--- src/rtl/id_stage_pipe.sv ---
// ---------------------------------------------------------------------------
// id_stage_pipe
// Registered RV32 instruction-decode stage. Decodes OP-IMM, OP, LUI and AUIPC,
// reads the register file, forwards operands from EX/MEM, stalls on load-use
// hazards and holds a valid/ready ID/EX output register with flush support.
//
// Ports:
//   clk, rst                 clock (rising edge), synchronous active-high reset
//   in_valid/in_ready        upstream handshake
//   in_pc, in_inst           instruction PC and word
//   rf_raddr1/2, rf_rdata1/2 register-file read port (same-cycle data)
//   ex_we/ex_is_load/ex_waddr/ex_wdata   EX-stage writeback info
//   mem_we/mem_waddr/mem_wdata           MEM-stage writeback info
//   flush                    kill held and incoming instruction
//   out_valid/out_ready      downstream handshake
//   out_pc, out_aluop, out_alusel, out_op1, out_op2,
//   out_we, out_waddr, out_illegal       decoded ID/EX register contents
// ---------------------------------------------------------------------------
module id_stage_pipe #(
    parameter int XLEN   = 32,
    parameter int RA_W   = 5,
    parameter int FWD_EN = 1
) (
    input  logic              clk,
    input  logic              rst,
    input  logic              in_valid,
    output logic              in_ready,
    input  logic [XLEN-1:0]   in_pc,
    input  logic [31:0]       in_inst,
    output logic [RA_W-1:0]   rf_raddr1,
    output logic [RA_W-1:0]   rf_raddr2,
    input  logic [XLEN-1:0]   rf_rdata1,
    input  logic [XLEN-1:0]   rf_rdata2,
    input  logic              ex_we,
    input  logic              ex_is_load,
    input  logic [RA_W-1:0]   ex_waddr,
    input  logic [XLEN-1:0]   ex_wdata,
    input  logic              mem_we,
    input  logic [RA_W-1:0]   mem_waddr,
    input  logic [XLEN-1:0]   mem_wdata,
    input  logic              flush,
    output logic              out_valid,
    input  logic              out_ready,
    output logic [XLEN-1:0]   out_pc,
    output logic [3:0]        out_aluop,
    output logic [2:0]        out_alusel,
    output logic [XLEN-1:0]   out_op1,
    output logic [XLEN-1:0]   out_op2,
    output logic              out_we,
    output logic [RA_W-1:0]   out_waddr,
    output logic              out_illegal
);

    localparam logic [6:0] OPC_OP_IMM = 7'h13;
    localparam logic [6:0] OPC_OP     = 7'h33;
    localparam logic [6:0] OPC_LUI    = 7'h37;
    localparam logic [6:0] OPC_AUIPC  = 7'h17;

    typedef enum logic [2:0] {
        SEL_NOP   = 3'd0,
        SEL_ALU   = 3'd1,
        SEL_LUI   = 3'd2,
        SEL_AUIPC = 3'd3
    } alusel_e;

    // Instruction fields
    logic [6:0]      w_opcode;
    logic [2:0]      w_funct3;
    logic [RA_W-1:0] w_rd;
    logic [RA_W-1:0] w_rs1;
    logic [RA_W-1:0] w_rs2;

    assign w_opcode  = in_inst[6:0];
    assign w_funct3  = in_inst[14:12];
    assign w_rd      = RA_W'(in_inst[11:7]);
    assign w_rs1     = RA_W'(in_inst[19:15]);
    assign w_rs2     = RA_W'(in_inst[24:20]);
    assign rf_raddr1 = w_rs1;
    assign rf_raddr2 = w_rs2;

    // Operand source selection: x0 reads zero, EX beats MEM, MEM beats the RF.
    function automatic logic [XLEN-1:0] resolve(
        input logic [RA_W-1:0] addr,
        input logic [XLEN-1:0] rf_val,
        input logic            ex_hit_we,
        input logic [RA_W-1:0] ex_addr,
        input logic [XLEN-1:0] ex_val,
        input logic            mem_hit_we,
        input logic [RA_W-1:0] mem_addr,
        input logic [XLEN-1:0] mem_val
    );
        if (addr == '0)
            return '0;
        if (FWD_EN != 0 && ex_hit_we && ex_addr == addr)
            return ex_val;
        if (FWD_EN != 0 && mem_hit_we && mem_addr == addr)
            return mem_val;
        return rf_val;
    endfunction

    logic [XLEN-1:0] w_src1;
    logic [XLEN-1:0] w_src2;

    assign w_src1 = resolve(w_rs1, rf_rdata1, ex_we, ex_waddr, ex_wdata,
                            mem_we, mem_waddr, mem_wdata);
    assign w_src2 = resolve(w_rs2, rf_rdata2, ex_we, ex_waddr, ex_wdata,
                            mem_we, mem_waddr, mem_wdata);

    // Decoded next values for the ID/EX register
    logic [3:0]      w_aluop;
    alusel_e         w_alusel;
    logic [XLEN-1:0] w_op1;
    logic [XLEN-1:0] w_op2;
    logic            w_we;
    logic            w_illegal;
    logic            w_use1;
    logic            w_use2;

    always_comb begin
        // NOTE: every signal assigned here gets a default first, so no path through the case can infer a latch.
        w_aluop   = '0;
        w_alusel  = SEL_NOP;
        w_op1     = '0;
        w_op2     = '0;
        w_we      = 1'b0;
        w_illegal = 1'b0;
        w_use1    = 1'b0;
        w_use2    = 1'b0;
        case (w_opcode)
            OPC_OP_IMM: begin
                w_alusel = SEL_ALU;
                w_use1   = 1'b1;
                w_op1    = w_src1;
                // Shifts take the 5-bit shamt; inst[30] then selects SRAI vs SRLI.
                if (w_funct3 == 3'b001 || w_funct3 == 3'b101)
                    w_op2 = XLEN'(in_inst[24:20]);
                else
                    w_op2 = XLEN'($signed(in_inst[31:20]));
                w_aluop = {(w_funct3 == 3'b101) && in_inst[30], w_funct3};
                w_we    = (w_rd != '0);
            end
            OPC_OP: begin
                w_alusel = SEL_ALU;
                w_use1   = 1'b1;
                w_use2   = 1'b1;
                w_op1    = w_src1;
                w_op2    = w_src2;
                w_aluop  = {in_inst[30], w_funct3};
                w_we     = (w_rd != '0);
            end
            OPC_LUI: begin
                w_alusel = SEL_LUI;
                w_op2    = XLEN'($signed({in_inst[31:12], 12'b0}));
                w_we     = (w_rd != '0);
            end
            OPC_AUIPC: begin
                w_alusel = SEL_AUIPC;
                w_op1    = in_pc;
                w_op2    = XLEN'($signed({in_inst[31:12], 12'b0}));
                w_we     = (w_rd != '0);
            end
            default: w_illegal = 1'b1;
        endcase
    end

    // Load-use hazard: the loaded value is not available yet, so forwarding
    // from EX would hand over the address, not the data.
    logic w_stall;
    logic w_advance;
    logic w_accept;

    assign w_stall = in_valid && ex_is_load && ex_we && (ex_waddr != '0) &&
                     ((w_use1 && w_rs1 == ex_waddr) || (w_use2 && w_rs2 == ex_waddr));
    assign w_advance = !out_valid || out_ready;
    assign in_ready  = w_advance && !w_stall && !flush && !rst;
    assign w_accept  = in_valid && in_ready;

    // ID/EX register
    logic            r_valid;
    logic [XLEN-1:0] r_pc;
    logic [3:0]      r_aluop;
    logic [2:0]      r_alusel;
    logic [XLEN-1:0] r_op1;
    logic [XLEN-1:0] r_op2;
    logic            r_we;
    logic [RA_W-1:0] r_waddr;
    logic            r_illegal;

    // NOTE: sequential state uses non-blocking assignments so every register samples pre-edge values.
    always_ff @(posedge clk) begin
        if (rst) begin
            r_valid   <= 1'b0;
            r_pc      <= '0;
            r_aluop   <= '0;
            r_alusel  <= '0;
            r_op1     <= '0;
            r_op2     <= '0;
            r_we      <= 1'b0;
            r_waddr   <= '0;
            r_illegal <= 1'b0;
        end else if (flush) begin
            r_valid <= 1'b0;
        end else if (w_advance) begin
            if (w_accept) begin
                r_valid   <= 1'b1;
                r_pc      <= in_pc;
                r_aluop   <= w_aluop;
                r_alusel  <= w_alusel;
                r_op1     <= w_op1;
                r_op2     <= w_op2;
                r_we      <= w_we;
                r_waddr   <= w_rd;
                r_illegal <= w_illegal;
            end else begin
                // Bubble: nothing to issue (idle upstream or load-use stall).
                r_valid <= 1'b0;
            end
        end
    end

    assign out_valid   = r_valid;
    assign out_pc      = r_pc;
    assign out_aluop   = r_aluop;
    assign out_alusel  = r_alusel;
    assign out_op1     = r_op1;
    assign out_op2     = r_op2;
    assign out_we      = r_we;
    assign out_waddr   = r_waddr;
    assign out_illegal = r_illegal;

endmodule

--- config.mk ---
export PLATFORM = sky130hd
export DESIGN_NAME = id_stage_pipe
export DESIGN_NICKNAME = d
export VERILOG_FILES = /design/src/rtl/id_stage_pipe.sv
export SDC_FILE = /design/constraint.sdc
export NUM_CORES = 1
export LEC_CHECK = 0
export CAP_MARGIN = 20
export CORE_UTILIZATION = 37
export DETAILED_ROUTE_END_ITERATION = 8
export PLACE_DENSITY = 0.78
export SLEW_MARGIN = 10
export SYNTH_ARGS = -nofsm -noshare
export SYNTH_HDL_FRONTEND = slang
export SYNTH_SLANG_ARGS = --single-unit
--- constraint.sdc ---
create_clock -name clk -period 2 [get_ports clk]
set_input_delay 0.4 -clock clk [delete_from_list [all_inputs] [get_ports clk]]
set_output_delay 0.4 -clock clk [all_outputs]
set_load 0.02 [all_outputs]
# Word level (Yosys, flattened, before mapping)
# Index checks and enable logic that the tools add are counted.
totals:
  romBits: 0
  latchBits: 0
  memories: 0
  input_bits: 210
  regBits: 111
  word_cells: 87
  ram_bits: 0
op_classes:
  n_bitwise: 1
  div_mod_pow: 0
  n_addsub: 0
  eq_ne: 12
  mul: 0
  shifts: 0
  n_mux: 34
  reduce_logical: 31
  n_lt_le_gt_ge: 0
op_table:
  columns: ["operator", "count"]
  rows:
  - ["$mux 32", 13]
  - ["$pmux 32 s3", 1]
  - ["$pmux 32 s2", 1]
  - ["$eq 5x5->1", 6]
  - ["$mux 1", 17]
  - ["$logic_and 1x1->1", 15]
  - ["$eq 7x5->1 const B", 2]
  - ["$eq 7x6->1 const B", 2]
  - ["$logic_not 5->1", 2]
  - ["$reduce_bool 5->1", 2]
  - ["$pmux 4 s2", 1]
  - ["$pmux 2 s3", 1]
  - ["$reduce_or 2->1", 3]
  - ["$logic_not 1->1", 4]
  - ["$reduce_or 4->1", 1]
  - ["$eq 3x1->1 const B", 1]
  - ["$eq 3x3->1 const B", 1]
  - ["$logic_or 1x1->1", 3]
  - ["$reduce_and 3->1", 1]
  - ["$not 1->1", 1]

# Logic depth before layout (Yosys ltp)
# Gate-level depths: netlist of the first run.
logic_depth:
  depth_word: 12
  mapped_depth: 8
  depth_no_buf: 6

# Least setup slack after synthesis of the first run
# No wires, ideal clock.
synth_timing:
  path_kind: "input to output"
  from: "in in_inst[6]"
  to: "out in_ready"
  path_stages: 7
  arrival_ps: 1754
  path_slack_ps: -154
  n_path_buf: 2
  cell_sequence: "and4bb_1 -> nand2_1 -> nor2_2 -> o211ai_1 -> buf_2 -> clkbuf_1 -> and2_1"
synth_via:
  elab_chain_cells: 10
  elab_cells_between_ends: 13
  classes_between: "eq/ne (2); mux (2); reduce/logical (9)"
synth_rtl:
  columns: ["element", "line", "source"]
  rows:
  - ["start, declared", "29", "input logic [31:0] in_inst,"]
  - ["$eq 7x5->1 or $eq 7x6->1 (tied branches)", "129", "case (w_opcode)"]
  - ["$reduce_or 2->1 (no line)", null, null]
  - ["$mux 1", "129", null]
  - ["$logic_and 1x1->1", "173", "((w_use1 && w_rs1 == ex_waddr) || (w_use2 && w_rs2 == ex_waddr));"]
  - ["$logic_or 1x1->1 *", "173", null]
  - ["$logic_and 1x1->1 *", "172", "assign w_stall = in_valid && ex_is_load && ex_we && (ex_waddr != '0) &&"]
  - ["$logic_not 1->1 *", "175", "assign in_ready = w_advance && !w_stall && !flush && !rst;"]
  - ["$logic_and 1x1->1 * (3 in a row)", "175", null]
  - ["end, declared", "27", "output logic in_ready,"]
# Every way passes the cells marked *; elsewhere a longest branch is shown, timed or not.

# Worst setup path after layout of the first run
layout_timing:
  from: "in ex_waddr[4]"
  to: "out in_ready"
layout_via:
  elab_chain_cells: 8
  elab_cells_between_ends: 12
  classes_between: "eq/ne (2); reduce/logical (10)"
layout_rtl:
  columns: ["element", "line", "source"]
  rows:
  - ["start, declared", "36", "input logic [RA_W-1:0] ex_waddr,"]
  - ["$eq 5x5->1", "173", null]
  - ["$logic_and 1x1->1", "173", null]
  - ["$logic_or 1x1->1", "173", null]
  - ["$logic_and 1x1->1 *", "172", null]
  - ["$logic_not 1->1 *", "175", null]
  - ["$logic_and 1x1->1 * (3 in a row)", "175", null]
# Marks and branches as above.

==> flow_summary.json, run 1 <==
{
  "clk_path_buf_depth": 2,
  "synth_area_leader_cell": "dfxtp_1",
  "grt_pass1_vias": 7784,
  "utilization_pct": 66.4,
  "avgSynthCellArea_um2": 8.26,
  "grt_usage_pct": 32.9,
  "synth.most_common_cell": "dfxtp_1",
  "synth_cells": 793,
  "synth_top_family_by_area": "compound AO/OA/AOI/OAI gates",
  "final-hold-violation-count": 0,
  "ys.flop_type": "dfxtp_1",
  "synth_top_cell_area_share_pct": 33.6,
  "htreeDepth": 3,
  "cp_num_buf_inv": 3,
  "place_hpwl_um": 23100,
  "max_slew_margin_pct": 56.0,
  "core_mm2": 0.0173,
  "initial_core_util_pct": 37.9,
  "gp_congestion": 0.924,
  "root_buffer": "clkbuf_16",
  "p_total_uw": 5660,
  "rsz0062_at_grt": "true",
  "async_reset_ff_share_pct": 0,
  "synth_compound_area_share_pct": 36.8,
  "path_cells": "clkdlybuf4s15_2 -> xnor2_1 -> nand2_1 -> nor2_2 -> o211ai_1 -> buf_4 -> and2_4 -> buf_6",
  "area_growth_pct": 75.2,
  "drc": 0,
  "portBuffers": 330,
  "required_ns": 1.60,
  "synth_edf_count": 0,
  "synth.distinct_cells": 46,
  "antenna_found_initial": 4,
  "num_rows": 48,
  "drive_above_1_share_pct": 21.0,
  "ant_nets": 0,
  "yosys-top-cells-area": "dfxtp_1 34%, a21oi_1 7.3%, a311oi_2 6.6%, o21ai_0 5.7%, mux2i_1 4.9%",
  "pin_count": 332,
  "yosys-top-cells-count": "110 x dfxtp_1, 95 x a21oi_1, 74 x o21ai_0",
  "top_layer_used": "met4",
  "setup_viol": 20,
  "vias": 8111,
  "maxCapViolations": 0,
  "fin_nets": 1351,
  "first_iter_violations": 689,
  "crit_arrival_ns": 1.73,
  "synth_mux_area_share_pct": 4.89,
  "synthesis.nets": 1003,
  "overflow": 0,
  "ys_warn_count": 0,
  "wl_met1_um": 12700,
  "cts.sinks": 110,
  "die_h_um": 135,
  "peakVddDrop_mv": 0.720,
  "yosys_register_bits": 110,
  "cp_max_fo": 3,
  "post-route-period-util_pct": 107,
  "synth-seq-area-share_pct": 33.6,
  "cpPeakStageDelay_ns": 0.23,
  "met3_length_um": 3080,
  "clkTransAtPathRegs_ns": 0.09,
  "grt_max_degree": 50,
  "fin_ws_ns": -0.132,
  "slew_viol_final": 0,
  "crit_path_end_kind": "primary output",
  "hold_class": "flop to flop",
  "finalCriticalPeriod_ns": 2.13,
  "drt_pre_antenna_iters": 5,
  "synth-adder-area-share_pct": 0,
  "yosys.area_share.simple_pct": 14.5,
  "wire_per_inst_um": 23.1,
  "status": "complete, but fails checks",
  "critPathTopFamily": "buffers and inverters",
  "critPathSlowestCell": "clkdlybuf4s15_2",
  "synth_area_mm2": 0.00655,
  "tns_ns": -0.938,
  "clock_skew_ns": 0.00788,
  "wl_met2_um": 14900,
  "violations": "setup timing",
  "power_leakage_uw": 0.00409,
  "cts_tree": "done",
  "cts-hold-fix-buffers": 0,
  "routed_wl_um": 31800,
  "fmax_mhz": 469,
  "path_class": "primary input to primary output",
  "synth-xor-area-share_pct": 2.67,
  "die_w_um": 135,
  "worst_slew_pin_slew_ns": 0.661,
  "dieArea_mm2": 0.0182,
  "worstSetupStartpointType": "primary input",
  "vias_per_cell": 5.90,
  "numCtsBuffers": 9,
  "grt_pass1_wl_um": 45200,
  "power_density_mw_per_mm2": 493,
  "worstSkewPairLatency_ns": 0.37
}
-- area by class of cell --
cell class / count / area (um^2)
sequential: 110 / 2200
multi-input combinational: 585 / 4290
inverter: 4 / 15.0
antenna: 4 / 10.0
fill: 1364 / 5820
tap: 225 / 282
clock buffer: 9 / 225
clock inverter: 7 / 91.3
timing repair buffer: 431 / 4360
-- cell families (layout without fill, tap and decap cells) --
logic type | after synthesis | count (layout)
AOI/OAI and AO/OA | 339 | 339
xor gates and xnor gates | 20 | 20
buffers and inverters | 99 | 451
DFF | 110 | 110
muxes | 32 | 32
other | 1 | 5
and+or+nand+nor | 192 | 193
-- sequential cells by signal (all words and copies together) (netlist names) --
signal,count
out_op1,32
out_op2,32
out_pc,32
out_waddr,5
out_aluop,4
out_alusel,2
out_illegal,1
out_valid,1
out_we,1
-- final timing paths --
| path | startpoint | end | slack, ns | cells past startpoint |
|---|---|---|---|---|
| max | ex_waddr[4] | in_ready | -0.13 | 8 |
| min | out_pc[20] | out_pc[20] | 0.48 | 2 |
| max reg2reg | out_valid | out_waddr[3] | 0.24 | 7 |
| min reg2reg | out_pc[20] | out_pc[20] | 0.48 | 2 |
-- through the flow --
step	setup WS, ns	instances	hold slack [ns]	area, um^2
6_report	-0.132	1375	0.483	11500
5_1_grt	-0.158	1374	0.499	11500
4_1_cts	-0.103	1367	0.483	11300
3_5_place_dp	-0.911	1336	0.466	10600
3_3_place_gp	-0.927	1336	0.459	10600
2_1_floorplan	0.0248	793	0.479	6570
-- layer usage --
metal	vias to the layer above	GRT usage, %
met5	-	0
met4	0	13.3
met3	77	8.93
met2	454	54.2
met1	3877	40.5
li1	3703	-
-- worst reg2reg max path: cells and delay by family, from the launching register on --
| family | cells | cell delay (ns) |
|---|---|---|
| and+or+nand+nor | 4 | 0.62 |
| DFF | 1 | 0.33 |
| AOI/OAI and AO/OA | 1 | 0.23 |
| buffers and inverters | 2 | 0.48 |
-- cells in the final DEF (no fill, tap or decap), drive strengths merged, types with 32 or more instances in the layout --
cell / synthesis / final
nand3: 45 / 45
a311oi: 32 / 32
dfxtp: 110 / 110
a21oi: 95 / 95
clkdlybuf4s50: 0 / 298
mux2i: 32 / 32
nor2: 42 / 43
nand2: 49 / 49
a211o: 32 / 32
o21ai: 103 / 103
buf: 33 / 115
-- power by group --
group          internal, uW  switching, uW  total (uW)  leakage (uW)
combinational           779            655        1430       0.00304
sequential             2250           31.3        2280      0.000892
clock                  1010            941        1950      0.000157
-- what timing repair did --
action | CTS | global route
gates resized for setup | 128 | 56
endpoints found under the setup margin | 120 | 82
pin swaps | 38 | 58
cloned | 5 | 2
buffers inserted | 10 | 5
Power figures use the tool's default switching activity.
==> run 2: changes to the inputs <==
--- a/config.mk
+++ b/config.mk
@@ -6,9 +6,11 @@
 export NUM_CORES = 1
 export LEC_CHECK = 0
 export CAP_MARGIN = 20
-export CORE_UTILIZATION = 37
+export CORE_AREA = 2 2 130 132
 export DETAILED_ROUTE_END_ITERATION = 8
-export PLACE_DENSITY = 0.78
+export DIE_AREA = 0 0 132 134
+export DONT_BUFFER_PORTS = 1
+export PLACE_DENSITY = 0.57
 export SLEW_MARGIN = 10
 export SYNTH_ARGS = -nofsm -noshare
 export SYNTH_HDL_FRONTEND = slang
==> run 2 against run 1 <==
Effect of this change: the flow now finishes without violations; sequential power up 4%; critical endpoint unchanged; highest routed layer unchanged; non-clock buffer count shrank 371; flip-flop and latch count did not move; utilization down 21 points; total power fell by 19%; combinational power fell by 66%.
==> flow_summary.json, run 2 (synthesized netlist as in run 1, its figures left out) <==
{
  "finalCriticalPeriod_ns": 1.94,
  "final-hold-violation-count": 0,
  "fin_ws_ns": 0.0563,
  "ant_nets": 0,
  "clock_skew_ns": 0.00799,
  "overflow": 0,
  "drt_pre_antenna_iters": 5,
  "crit_arrival_ns": 1.54,
  "grt_usage_pct": 30.8,
  "mostFrequentLayoutCell": "dfxtp_1",
  "peakVddDrop_mv": 0.379,
  "required_ns": 1.60,
  "cpPeakStageDelay_ns": 0.32,
  "htreeDepth": 3,
  "critPathTopFamily": "simple AND/OR/NAND/NOR gates",
  "place_hpwl_um": 22100,
  "cts-hold-fix-buffers": 0,
  "vias_per_cell": 6.60,
  "drc": 0,
  "fmax_mhz": 514,
  "worstSkewPairLatency_ns": 0.36,
  "path_class": "primary input to primary output",
  "core_mm2": 0.0163,
  "cp_num_cells": 6,
  "critPathSlowestCell": "and4bb_2",
  "reg2regPathDepth": 7,
  "power_leakage_uw": 0.00245,
  "grt_pass1_vias": 6304,
  "pin_count": 332,
  "cts_tree": "done",
  "path_cells": "and4bb_2 -> nand2_2 -> nor2_4 -> o211ai_1 -> buf_4 -> and2_4",
  "fin_nets": 979,
  "first_iter_violations": 611,
  "cp_max_fo": 5,
  "holdPathStages": 1,
  "slew_viol_final": 0,
  "antenna_found_initial": 1,
  "root_buffer": "clkbuf_16",
  "area_growth_pct": 12.1,
  "drive_above_1_share_pct": 16.0,
  "status": "complete, no violations",
  "setup_viol": 0,
  "hold_start": "rst",
  "clkTransAtPathRegs_ns": 0.07,
  "crit-reg2reg-capture": "out_op2[16]",
  "dpl_cell_area_mm2": 0.00705,
  "final_cells": 996,
  "crit_path_end_kind": "primary output",
  "design_area_mm2": 0.00735,
  "fill_cells": 1671,
  "num_rows": 47,
  "cp-startpoint": "in_inst[6]",
  "grt_pass1_wl_um": 41500,
  "rrSetupSlack_ns": 0.19,
  "rsz0062_at_grt": "false",
  "mostFrequentLayoutCells": "110 x dfxtp_1, 94 x a21oi_1, 74 x o21ai_0",
  "power_density_mw_per_mm2": 625,
  "routed_wl_um": 28200,
  "gp_congestion": 0.973,
  "numCtsBuffers": 9,
  "clk_path_buf_depth": 2,
  "wire_per_inst_um": 28.3,
  "pre_cts_slack_ns": -0.211,
  "cp_num_buf_inv": 1,
  "cts.sinks": 110,
  "initial_core_util_pct": 40.2,
  "die_w_um": 132,
  "tns_ns": 0,
  "maxCapViolations": 0,
  "r2r-start": "out_valid",
  "portBuffers": 0,
  "die_h_um": 134,
  "hold_end": "out_pc[30]",
  "post-place-cells": 976,
  "post-route-period-util_pct": 97.2,
  "dieArea_mm2": 0.0177,
  "grt_max_degree": 76,
  "vias": 6576,
  "worstSetupStartpointType": "primary input",
  "hold_class": "primary input to flop"
}
==> run 2: changes by cell type in the layout (fill, tap and decap cells not counted), moves of 4 or more <==
cell	change
buf_4	-22
xnor2_2	-8
buf_6	-15
clkdlybuf4s50_1	-298
xnor2_1	+8
a221oi_1	+24
clkbuf_2	-5
buf_12	-5
nand3_2	-4
nand3_1	+5
buf_2	-10
dlygate4sd2_1	-6
a221oi_2	-21
==> run 2: routing by layer <==
layer	GRT usage (%)	part of all wire, %	up-vias
met3	10.0	10	53
met1	39.8	41	3186
met4	11.7	2.9	0
li1	-	-	2936
met5	0	0	-
met2	47.8	46	401
==> run 2: through the flow <==
stage | total power, uW | util (%) | hold slack, ns
after global placement | 2880 | 43.3 | 0.478
final | 4600 | 45.1 | 0.103
after detailed placement | 2890 | 43.3 | 0.478
after CTS | 4630 | 45.0 | 0.0916
after floorplan | 2810 | - | 0.479
after global routing | 4760 | 45.1 | 0.0917
==> run 2: what timing repair did <==
item,in CTS,in global routing
setup buffers,0,2
gates resized for setup,0,2
setup endpoints to repair,0,64
endpoints found under the hold margin,0,0
==> run 2: cell type report <==
class | count | area (um^2) | share of cell area, %
well taps | 220 | 275 | 3.75
inverters | 4 | 15.0 | 0.204
diodes | 2 | 5.00 | 0.0681
clock buffers | 12 | 246 | 3.35
repair buffers | 60 | 651 | 8.85
multi-input cells | 584 | 3920 | 53.4
flip-flops and latches | 110 | 2200 | 30.0
clock inverters | 4 | 31.3 | 0.426
==> run 2: how the worst max path moves through the flow <==
stage / endpoint
after floorplan: in_ready
after global placement: out_op2[31]
after detailed placement: out_op2[31]
after CTS: in_ready
after global routing: in_ready
final: in_ready
==> run 2: where the power goes <==
group	switching (uW)	total [uW]	internal [uW]	leakage [uW]
logic	256	483	226	0.00142
clock network	859	1750	889	0.000137
registers	118	2360	2250	0.000892
total	1230	4600	3360	0.00245
